--- src/rtl/fb_write_scheduler.sv ---
// rtl/fb_write_scheduler.sv - frame buffer write-port scheduler: CPU pixel writes, clear fill, vblank-aligned swap
module fb_write_scheduler #(
   parameter int COORD_W = 8,
   parameter int COLOR_W = 8
) (
   input  logic               clk,
   input  logic               rst,
   input  logic               cpu_req,
   input  logic [COORD_W-1:0] cpu_x,
   input  logic [COORD_W-1:0] cpu_y,
   input  logic [COLOR_W-1:0] cpu_r,
   input  logic [COLOR_W-1:0] cpu_g,
   input  logic [COLOR_W-1:0] cpu_b,
   output logic               cpu_gnt,
   input  logic               clr_start,
   input  logic [COLOR_W-1:0] clr_r,
   input  logic [COLOR_W-1:0] clr_g,
   input  logic [COLOR_W-1:0] clr_b,
   input  logic               display,
   input  logic               vblank,
   output logic [COORD_W-1:0] fb_x,
   output logic [COORD_W-1:0] fb_y,
   output logic [COLOR_W-1:0] fb_r,
   output logic [COLOR_W-1:0] fb_g,
   output logic [COLOR_W-1:0] fb_b,
   output logic               fb_we,
   output logic               swap,
   output logic               busy
);

   typedef enum logic [1:0] {IDLE, CLEAR, SWAP_WAIT} state_t;

   state_t               state;
   logic                 swap_pending;
   logic                 vblank_q;
   logic [2*COORD_W-1:0] clr_addr;
   logic [2*COORD_W-1:0] clr_next;

   // The registered write address doubles as the clear counter: {y,x}, x in the low bits.
   assign clr_addr = {fb_y, fb_x};
   assign clr_next = clr_addr + (2*COORD_W)'(1);

   assign cpu_gnt = (state == IDLE) & cpu_req & ~clr_start & ~swap_pending;
   assign busy    = (state != IDLE) | swap_pending;

   always_ff @(posedge clk or posedge rst) begin
      if (rst) begin
         state        <= IDLE;
         swap_pending <= 1'b0;
         vblank_q     <= 1'b0;
         fb_x         <= '0;
         fb_y         <= '0;
         fb_r         <= '0;
         fb_g         <= '0;
         fb_b         <= '0;
         fb_we        <= 1'b0;
         swap         <= 1'b0;
      end else begin
         vblank_q <= vblank;
         fb_we    <= 1'b0;
         swap     <= 1'b0;
         if (display) begin
            swap_pending <= 1'b1;
         end
         case (state)
            IDLE: begin
               if (clr_start) begin
                  state <= CLEAR;
                  fb_we <= 1'b1;
                  fb_x  <= '0;
                  fb_y  <= '0;
                  fb_r  <= clr_r;
                  fb_g  <= clr_g;
                  fb_b  <= clr_b;
               end else if (cpu_gnt) begin
                  fb_we <= 1'b1;
                  fb_x  <= cpu_x;
                  fb_y  <= cpu_y;
                  fb_r  <= cpu_r;
                  fb_g  <= cpu_g;
                  fb_b  <= cpu_b;
               end else if (swap_pending) begin
                  state <= SWAP_WAIT;
               end
            end
            CLEAR: begin
               // Colour outputs keep the fill colour; only the address advances.
               if (clr_addr == '1) begin
                  state <= IDLE;
               end else begin
                  fb_we        <= 1'b1;
                  {fb_y, fb_x} <= clr_next;
               end
            end
            SWAP_WAIT: begin
               if (vblank & ~vblank_q) begin
                  swap         <= 1'b1;
                  swap_pending <= 1'b0;
                  state        <= IDLE;
               end
            end
            default: state <= IDLE;
         endcase
      end
   end

endmodule
--- config.mk ---
export PLATFORM = sky130hd
export DESIGN_NAME = fb_write_scheduler
export DESIGN_NICKNAME = d
export VERILOG_FILES = /design/src/rtl/fb_write_scheduler.sv
export SDC_FILE = /design/constraint.sdc
export NUM_CORES = 1
export LEC_CHECK = 0
export BUFFER_PORTS_ARGS = -buffer_cell sky130_fd_sc_hd__clkbuf_2
export CELL_PAD_IN_SITES_DETAIL_PLACEMENT = 1
export CELL_PAD_IN_SITES_GLOBAL_PLACEMENT = 1
export CORE_UTILIZATION = 31
export CTS_CLUSTER_SIZE = 16
export DETAILED_ROUTE_END_ITERATION = 8
export PLACE_DENSITY_LB_ADDON = 0.05
export REMOVE_ABC_BUFFERS = 1
export SETUP_SLACK_MARGIN = 0.1
export SLEW_MARGIN = 10
export SYNTH_ARGS = -nofsm -noshare
export SYNTH_HDL_FRONTEND = slang
export SYNTH_SLANG_ARGS = --single-unit
--- constraint.sdc ---
create_clock -name clk -period 1.8 [get_ports clk]
set_input_delay 0.27 -clock clk [delete_from_list [all_inputs] [get_ports clk]]
set_output_delay 0.27 -clock clk [all_outputs]
set_load 0.03 [all_outputs]
==> results of run 1 <==
-- power groups by stage --
stage | sequential (mW) | combinational [mW] | clock (mW)
after floorplan | 2.68 | 0.966 | 0
after global placement | 1.85 | 2.85 | 0
after detailed placement | 1.88 | 2.89 | 0
after CTS | 1.86 | 2.98 | 0.754
after global routing | 1.92 | 3.42 | 0.795
final | 1.86 | 3.15 | 0.732
-- worst max-delay path, cell delays in order (launching register included) --
cell and delay (ns):
dfrtp_2 0.46, buf_6 0.13, or3_4 0.38, buf_8 0.14
-- routing by layer --
layer / part of all wire (%) / vias to the layer above
li1: - / 1292
met1: 46 / 1284
met2: 47 / 74
met3: 5.7 / 8
met4: 1.2 / 0
met5: 0 / -
-- cell families (layout without fill, tap and decap cells) --
logic type | count (synthesis) | after routing | share of synthesized area [%]
adders and majority gates | 1 | 1 | 0.480
muxes | 26 | 26 | 10.0
buffers and inverters | 22 | 171 | 4.18
and+or+nand+nor | 105 | 105 | 22.1
AOI/OAI and AO/OA | 75 | 75 | 19.0
DFF | 46 | 46 | 44.2
-- layout make-up --
cell class	count	area share, %
Clock buffer	7	2.54
Timing Repair Buffer	156	24.8
Inverter	7	0.759
Multi-Input combinational cell	207	37.6
Tap cell	105	3.47
Sequential cell	46	30.6
Clock inverter	1	0.231
-- cells in the mapped netlist, drive strengths merged, types with 2 or more instances --
| cell type | count |
|---|---|
| o31ai | 2 |
| a31oi | 3 |
| o311ai | 2 |
| nor3 | 7 |
| nand2b | 3 |
| inv | 7 |
| o211a | 2 |
| nand2 | 46 |
| a311oi | 2 |
| nor2b | 2 |
| a22oi | 2 |
| nor4 | 2 |
| o211ai | 2 |
| nand3 | 11 |
| and2 | 3 |
| a21oi | 14 |
| nand4 | 4 |
| a211oi | 4 |
| dfrtp | 46 |
| clkbuf | 3 |
| and3 | 7 |
| mux2i | 25 |
| buf | 12 |
| o21ai | 34 |
| nor3b | 2 |
| a221oi | 2 |
| nor2 | 16 |
-- cells in the final DEF (no fill, tap or decap), types with 4 or more instances in the layout --
master / synthesis / layout
a21oi_1: 14 / 14
and3_1: 5 / 4
buf_4: 1 / 36
buf_6: 1 / 5
clkbuf_2: 0 / 111
clkbuf_8: 0 / 8
dfrtp_1: 46 / 39
dfrtp_2: 0 / 7
inv_1: 5 / 4
mux2i_1: 25 / 25
nand2_1: 45 / 44
nand3_1: 11 / 8
nor2_1: 14 / 13
nor3_1: 7 / 6
o21ai_0: 33 / 32
-- worst max path at each step --
stage / to / depth (start not counted)
after CTS: fb_y[5] / 5
after global routing: fb_y[5] / 5
after floorplan: fb_y[4] / 6
final: busy / 3
after global placement: fb_x[3] / 6
after detailed placement: fb_y[1] / 6
-- sequential cells by signal, summed over array words and instances, names as in the netlist, 2 cells and up --
register  cells
fb_b          8
fb_g          8
fb_r          8
fb_x          8
fb_y          8
state         2
-- metrics by stage --
step	area (sq um)	std cells	setup TNS, ns
after floorplan	2520	260	-0.604
after global placement	3420	505	0
after detailed placement	3420	505	0
after CTS	3640	519	0
after global routing	3790	529	0
final	3790	529	0
-- repair_timing --
action,in CTS,in global routing
endpoints found under the hold margin,17,0
buffers inserted,5,10
hold buffers,1,0
setup endpoints to repair,9,14
pin swaps,3,7
gates resized for setup,15,22
==> flow_summary_export.csv, run 1 <==
group,metric,value,unit
setup_path,crit_type,"flip-flop to primary output",
sta,period_share,93.7,%
layout,final_core_util,46.4,%
sta,clock_skew,0.00555,ns
clocking,clock_sink_count,46,
setup_path,r2r-end,"fb_y[5]",
floorplan,core_area,8180,sq um
logic_synthesis,yosysUniqueCellTypes,52,
layout,antenna_cells,0,
clocking,clk_latency,0.30,ns
clocking,cts_tree,"built",
logic_synthesis,syn_area,2600,sq um
global_routing,use_met3,4.47,%
pwr,p_sw,2.75,mW
clocking,h-tree-depth,2,
floorplan,rows,33,
layout,fill_cells,996,
setup_path,regToRegSetupSlack,0.13,ns
layout,seq_area,1160,sq um
pwr,p_per_area,1520,nW/um^2
logic_synthesis,syn_avg_cell_area,9.47,sq um
pwr,switching_share,47.8,%
layout,drive_above_1_share,47.6,%
logic_synthesis,yosysTopAreaCell,"dfrtp_1",
pwr,p_comb_share,54.8,%
setup_path,start_kind,"flip-flop",
sta,whs,0.0843,ns
floorplan,die_h,93.6,um
placement,place_congestion,0.891,
pwr,p_int,3.00,mW
drt,drt_iter0_drc,93,
drt,vias_per_cell,5.02,
setup_path,reg2reg_from,"state[1]",
setup_path,cp.required,1.53,ns
job,cap_violations,0,
global_routing,grt_overflow_total,0,
setup_path,endpoint_kind,"primary output",
sta,setup_slack,0.113,ns
sta,hold_viol_final,0,
floorplan,io_pins,114,
setup_path,arrival,1.42,ns
layout,multi_input_area,1430,sq um
logic_synthesis,synthArstFlopShare,100,%
placement,port_buffers,113,
global_routing,grt_busiest_layer,"met2",
clocking,clockBufferDepth,2,
drt,dr.pass1.iters,4,
floorplan,start_util,31.8,%
floorplan,die-area,8770,sq um
pwr,power,5.75,mW
placement,dp_hpwl,6210,um
placement,pre_cts_slack,0.0372,ns
min_path,whs_endpoint,"vblank_q",
logic_synthesis,ys.warnings.count,0,
logic_synthesis,synth_edf_count,0,
min_path,min_path_cells,1,
pwr,seqPwrFrac,32.4,%
drt,wl,8230,um
min_path,hold_path.class,"input port to flip-flop",
layout,nets,494,
setup_path,critPathLaunch,"state[1]",
clocking,cts_buffers,5,
clocking,clk_transition_reported_paths,0.09,ns
global_routing,grt_use_total,19.4,%
logic_synthesis,synth_top_area_share,44.2,%
sta,slew_headroom,72.9,%
sta,fin_crit,1.69,ns
drt,drcViolationCount,0,
pwr,cellLeakagePower,1.86,nW
min_path,min-delay-start,"vblank",
sta,rsz0062_at_grt,"yes",
drt,vias,2658,
sta,finalSetupViolations,0,
global_routing,antenna_found_initial,0,
logic_synthesis,synth_area_leaders,"dfrtp_1, mux2i_1, nand2_1, o21ai_0, a21oi_1",
global_routing,use_met1,24.9,%
logic_synthesis,synth-seq-cells,46,
global_routing,grt_use_met2,32.8,%
floorplan,die_w,93.6,um
logic_synthesis,syn_inst,275,
pwr,power_frac_clock,12.7,%
setup_path,crit_fanout,4,
layout,syn_to_final_growth,45.6,%
global_routing,first_global_vias,2654,
logic_synthesis,yosysSeqAreaShare,44.2,%
sta,timing_max_transition_violations_final,0,
logic_synthesis,synthFlopType,"dfrtp_1",
clocking,root_buffer,"clkbuf_8",
global_routing,grt_pass1_wl,13200,um
global_routing,grt_max_degree,37,
sta,fmax,593,MHz
pwr,irDropWorstVdd,0.000488,V
drt,ant_nets,0,
setup_path,rr_worst_depth,5,
run_status,status,"complete, no violations",
sta,tightest_slew,0.406,ns
drt,wl_per_cell,15.6,um
Power figures use the tool's default switching activity.
==> run 2: changes to the inputs <==
--- a/config.mk
+++ b/config.mk
@@ -13,7 +13,7 @@
 export DETAILED_ROUTE_END_ITERATION = 8
 export PLACE_DENSITY_LB_ADDON = 0.05
 export REMOVE_ABC_BUFFERS = 1
-export SETUP_SLACK_MARGIN = 0.1
+export SETUP_SLACK_MARGIN = 0.3
 export SLEW_MARGIN = 10
 export SYNTH_ARGS = -nofsm -noshare
 export SYNTH_HDL_FRONTEND = slang
==> run 2 against run 1 <==
Net effect:
- clock power is essentially flat
- setup slack lost 0.024 ns
- register-to-register slack lost 0.04 ns
- sequential power is essentially flat
- via count grew 7.1%
- flip-flop and latch count is the same
- die area is the same
- critical path type is now flip-flop to flip-flop
- largest cell class unchanged
- largest power group unchanged
==> flow_summary_export.csv, run 2 (synthesis gave the netlist of run 1 again) <==
group,metric,value,unit
setup_path,reg2reg_from,"fb_x[1]",
global_routing,grt_use_total,21.3,%
setup_path,path_buf_inv,2,
sta,finalSetupViolations,0,
clocking,clk_latency,0.30,ns
floorplan,die-area,8770,sq um
min_path,hold_path.class,"input port to flip-flop",
min_path,min_path_cells,1,
layout,syn_to_final_growth,61.5,%
setup_path,worst_path_most_repeated_cell,"buf_6",
setup_path,start_kind,"flip-flop",
drt,dr.pass1.iters,4,
global_routing,antenna_found_initial,0,
clocking,root_buffer,"clkbuf_8",
job,cap_violations,0,
drt,ant_nets,0,
drt,wl,9390,um
clocking,h-tree-depth,2,
setup_path,cp.required,1.98,ns
clocking,cts_tree,"built",
sta,tightest_slew,0.405,ns
setup_path,slowest_stage,"dfrtp_1",
sta,clock_skew,0.00513,ns
sta,slew_headroom,73.0,%
global_routing,first_global_vias,2915,
setup_path,critPathMaxStageDelay,0.39,ns
sta,fmax,585,MHz
sta,setup_slack,0.0895,ns
sta,rsz0062_at_grt,"yes",
clocking,clockBufferDepth,2,
placement,dp_hpwl,6210,um
sta,hold_viol_final,0,
placement,port_buffers,113,
drt,vias,2848,
floorplan,rows,33,
pwr,p_per_area,1500,nW/um^2
global_routing,grt_max_degree,37,
sta,timing_max_transition_violations_final,0,
clocking,clock_sink_count,46,
setup_path,arrival,1.90,ns
placement,pre_cts_slack,0.0372,ns
floorplan,die_w,93.6,um
global_routing,grt_overflow_total,0,
setup_path,crit_type,"flip-flop to flip-flop",
layout,drive_above_1_share,55.6,%
sta,period_share,95.0,%
floorplan,io_pins,114,
placement,place_congestion,0.891,
run_status,status,"complete, no violations",
pwr,cellLeakagePower,2.08,nW
drt,drt_iter0_drc,85,
setup_path,endpoint_kind,"flip-flop",
setup_path,path_delay_family,"simple AND/OR/NAND/NOR gates",
layout,most-common-layout-cells,"clkbuf_2, buf_4, nand2_1, dfrtp_1, o21ai_0",
layout,antenna_cells,0,
global_routing,grt_pass1_wl,14400,um
drt,wl_per_cell,16.8,um
layout,final_core_util,51.4,%
layout,nets,525,
setup_path,r2r-end,"fb_y[6]",
layout,mostFrequentLayoutCell,"clkbuf_2",
setup_path,path_cells,"ha_2, and2_4, buf_6, buf_6, nand3_4, nor2_4, mux2i_1, a211oi_2",
sta,whs,0.0836,ns
floorplan,start_util,31.8,%
setup_path,path_depth,8,
floorplan,core_area,8180,sq um
floorplan,die_h,93.6,um
setup_path,endpoint,"fb_y[6]",
clocking,clk_transition_reported_paths,0.09,ns
setup_path,critPathLaunch,"fb_x[1]",
drt,vias_per_cell,5.09,
setup_path,rr_worst_depth,8,
sta,fin_crit,1.71,ns
pwr,irDropWorstVdd,0.000506,V
layout,fin_cells,560,
drt,drcViolationCount,0,
setup_path,regToRegSetupSlack,0.09,ns
clocking,cts_buffers,5,
placement,dp.cells,505,
setup_path,crit_fanout,5,
-- run 2: cell types whose count changed in the layout (fill, tap and decap cells not counted), moves of 3 or more --
cell and change:
a21oi_1 -4, nand3_4 +3, buf_6 +17, o21ai_2 +3
o21ai_0 -4, a21oi_2 +4, buf_4 +14
-- run 2: how the worst min path moves through the flow --
stage               startpoint        to
floorplan               vblank  vblank_q
global placement           rst   fb_b[7]
detailed placement         rst   fb_b[0]
CTS                     vblank  vblank_q
global route            vblank  vblank_q
finish                  vblank  vblank_q
-- run 2: cell type report --
cell class | count | area, sq um
clock buffers | 7 | 96.3
clock inverters | 1 | 8.76
fillers | 991 | 3970
inverters | 7 | 31.3
multi-input cells | 207 | 1540
flip-flops and latches | 46 | 1160
well taps | 105 | 131
repair buffers | 187 | 1240
-- run 2: what timing repair did --
item                       CTS  global route
hold buffers                 1             0
setup endpoints to repair   19            37
setup buffers               29            17
gates resized for setup     54            32
pin swaps                   17            18
hold endpoints to repair    17             0
-- run 2: report_power, final --
group	internal [mW]	switching, mW	leakage [nW]
combinational	1.47	2.20	1.47
sequential	1.48	0.417	0.550
clock	0.353	0.380	0.0544
-- run 2: layer usage --
layer / vias up / global-route usage [%] / share of wire [%]
met2: 87 / 37.6 / 51
met1: 1390 / 26.3 / 42
li1: 1355 / - / -
met3: 16 / 4.47 / 5.5
met4: 0 / 5.64 / 2.1
met5: - / 0 / 0
-- run 2: through the flow --
stage                     setup TNS [ns]  cell area [sq um]  power, mW
after floorplan                   -0.604               2520       3.65
after global placement                 0               3420       4.70
after detailed placement               0               3420       4.77
after CTS                              0               3950       5.96
after global routing                   0               4200       6.69
final                                  0               4200       6.30
-- run 2: worst reg2reg max path: cells and delay by family (launching register included) --
family / cells / cell delay, ns
AOI/OAI and AO/OA: 1 / 0.11
adders and majority gates: 1 / 0.21
buffers and inverters: 2 / 0.22
DFF: 1 / 0.39
muxes: 1 / 0.26
and+or+nand+nor: 3 / 0.40
==> run 3: changes to the inputs <==
--- a/config.mk
+++ b/config.mk
@@ -11,6 +11,7 @@
 export CORE_UTILIZATION = 31
 export CTS_CLUSTER_SIZE = 16
 export DETAILED_ROUTE_END_ITERATION = 8
+export HOLD_SLACK_MARGIN = 0.15
 export PLACE_DENSITY_LB_ADDON = 0.05
 export REMOVE_ABC_BUFFERS = 1
 export SETUP_SLACK_MARGIN = 0.3
==> run 3 against run 2 <==
Net effect:
- sequential share of layout area shrank 0.065 points
- register-to-register slack is essentially flat
- setup slack gained 0.0014 ns
- clock power is essentially flat
- maximum frequency is essentially flat
- sequential power is essentially flat
- final area grew 0.24%
- utilization grew 0.12 points
- critical path depth is the same
- clock skew is the same
- wire length is essentially flat
==> flow_summary_export.csv, run 3 (synthesis gave the netlist of run 1 again) <==
group,metric,value,unit
floorplan,start_util,31.8,%
setup_path,regToRegSetupSlack,0.09,ns
pwr,switching_share,47.6,%
setup_path,crit_fanout,5,
layout,fin_area,4210,sq um
global_routing,use_met1,26.3,%
sta,clock_skew,0.00513,ns
global_routing,grt_max_degree,37,
layout,antenna_cells,0,
drt,vias_per_cell,5.08,
pwr,p_comb_share,58.3,%
pwr,irDropWorstVdd,0.000506,V
sta,fin_crit,1.71,ns
clocking,h-tree-depth,2,
floorplan,rows,33,
drt,drcViolationCount,0,
job,cap_violations,0,
drt,wl,9390,um
layout,drive_above_1_share,55.5,%
sta,period_share,95.0,%
pwr,seqPwrFrac,30.0,%
sta,tightest_slew,0.405,ns
clocking,cts_buffers,5,
sta,rsz0062_at_grt,"yes",
pwr,power,6.30,mW
layout,mostFrequentLayoutCell,"clkbuf_2",
floorplan,core_area,8180,sq um
global_routing,grt_overflow_total,0,
floorplan,die_w,93.6,um
drt,vias,2848,
floorplan,io_pins,114,
global_routing,grt_pass1_wl,14400,um
global_routing,antenna_found_initial,0,
layout,most-common-layout-cells,"clkbuf_2, buf_4, nand2_1, dfrtp_1, o21ai_0",
sta,slew_headroom,73.0,%
global_routing,use_met3,4.47,%
placement,dp_hpwl,6210,um
global_routing,grt_busiest_layer,"met2",
layout,syn_to_final_growth,61.8,%
setup_path,start_kind,"flip-flop",
placement,dpl_cell_area,3420,sq um
clocking,clk_transition_reported_paths,0.09,ns
sta,fmax,585,MHz
clocking,root_buffer,"clkbuf_8",
clocking,clockBufferDepth,2,
sta,hold_viol_final,0,
drt,ant_nets,0,
pwr,p_int,3.30,mW
clocking,clk_latency,0.30,ns
clocking,clock_sink_count,46,
drt,wl_per_cell,16.7,um
sta,timing_max_transition_violations_final,0,
floorplan,die-area,8770,sq um
drt,dr.pass1.iters,4,
layout,fill_cells,991,
global_routing,grt_use_total,21.3,%
setup_path,crit_type,"flip-flop to flip-flop",
min_path,hold_path.class,"input port to flip-flop",
floorplan,die_h,93.6,um
setup_path,arrival,1.89,ns
pwr,cellLeakagePower,2.08,nW
sta,finalSetupViolations,0,
pwr,power_frac_clock,11.6,%
setup_path,cp.required,1.98,ns
global_routing,grt_use_met2,37.6,%
global_routing,first_global_vias,2915,
clocking,cts_tree,"built",
placement,port_buffers,113,
pwr,p_per_area,1500,nW/um^2
placement,place_congestion,0.891,
pwr,p_sw,3.00,mW
run_status,status,"complete, no violations",
layout,nets,526,
drt,drt_iter0_drc,87,
setup_path,endpoint_kind,"flip-flop",
## run 3: cell count changes in the layout (fill, tap and decap cells not counted), sizes merged
| cell | previous run | this run |
|---|---|---|
| dlygate4sd3 | 1 | 2 |
## run 3: cell type report
| cell class | count | area (sq um) | area share (%) |
|---|---|---|---|
| clock inverter | 1 | 8.76 | 0.208 |
| tap | 105 | 131 | 3.12 |
| timing repair buffer | 188 | 1250 | 29.6 |
| clock buffer | 7 | 96.3 | 2.29 |
| inverter | 7 | 31.3 | 0.742 |
| sequential | 46 | 1160 | 27.5 |
| multi-input combinational | 207 | 1540 | 36.5 |
## run 3: power groups by stage
stage / clock network [mW] / registers [mW] / logic (mW)
CTS: 0.754 / 1.86 / 3.36
detailed placement: 0 / 1.88 / 2.89
floorplan: 0 / 2.68 / 0.966
finish: 0.732 / 1.89 / 3.68
global route: 0.796 / 1.95 / 3.95
global placement: 0 / 1.85 / 2.85
## run 3: final timing paths
check                         start      end  cells after the start
min in group asynchronous       rst  fb_b[0]                      3
max in group asynchronous       rst  fb_x[5]                      4
hold reg to reg             fb_g[1]  fb_g[1]                      2
setup / recovery            fb_x[1]  fb_y[6]                      8
setup reg to reg            fb_x[1]  fb_y[6]                      8
hold / removal             cpu_x[2]  fb_x[2]                      3
## run 3: routing by layer
metal	vias to the layer above	part of all wire, %
li1	1356	-
met1	1389	42
met2	87	51
met3	16	5.4
met4	0	2.1
met5	-	0
## run 3: metrics by stage
stage / setup slack (ns) / util, % / hold WS [ns] / TNS, ns / instances
3_3_place_gp: 0.115 / 41.9 / 0.266 / 0 / 505
4_1_cts: 0.0957 / 48.4 / 0.180 / 0 / 544
5_1_grt: 0.0460 / 51.5 / 0.169 / 0 / 561
6_report: 0.0909 / 51.5 / 0.179 / 0 / 561
3_5_place_dp: 0.0372 / 41.9 / 0.275 / 0 / 505
2_1_floorplan: -0.189 / - / 0.301 / -0.604 / 260
## run 3: timing repair
item | 4_1_cts | 5_1_grt
hold buffers | 2 | 0
endpoints found under the hold margin | 18 | 0
setup endpoints to repair | 19 | 37
gates resized for setup | 54 | 32
pin swaps | 17 | 18
buffers inserted | 29 | 17
## run 3: worst max-delay path, cell delays in order, from the launching register on
cell      delay, ns
dfrtp_1        0.39
ha_2           0.21
and2_4         0.17
buf_6          0.10
buf_6          0.12
nand3_4        0.12
nor2_4         0.11
mux2i_1        0.26
a211oi_2       0.11
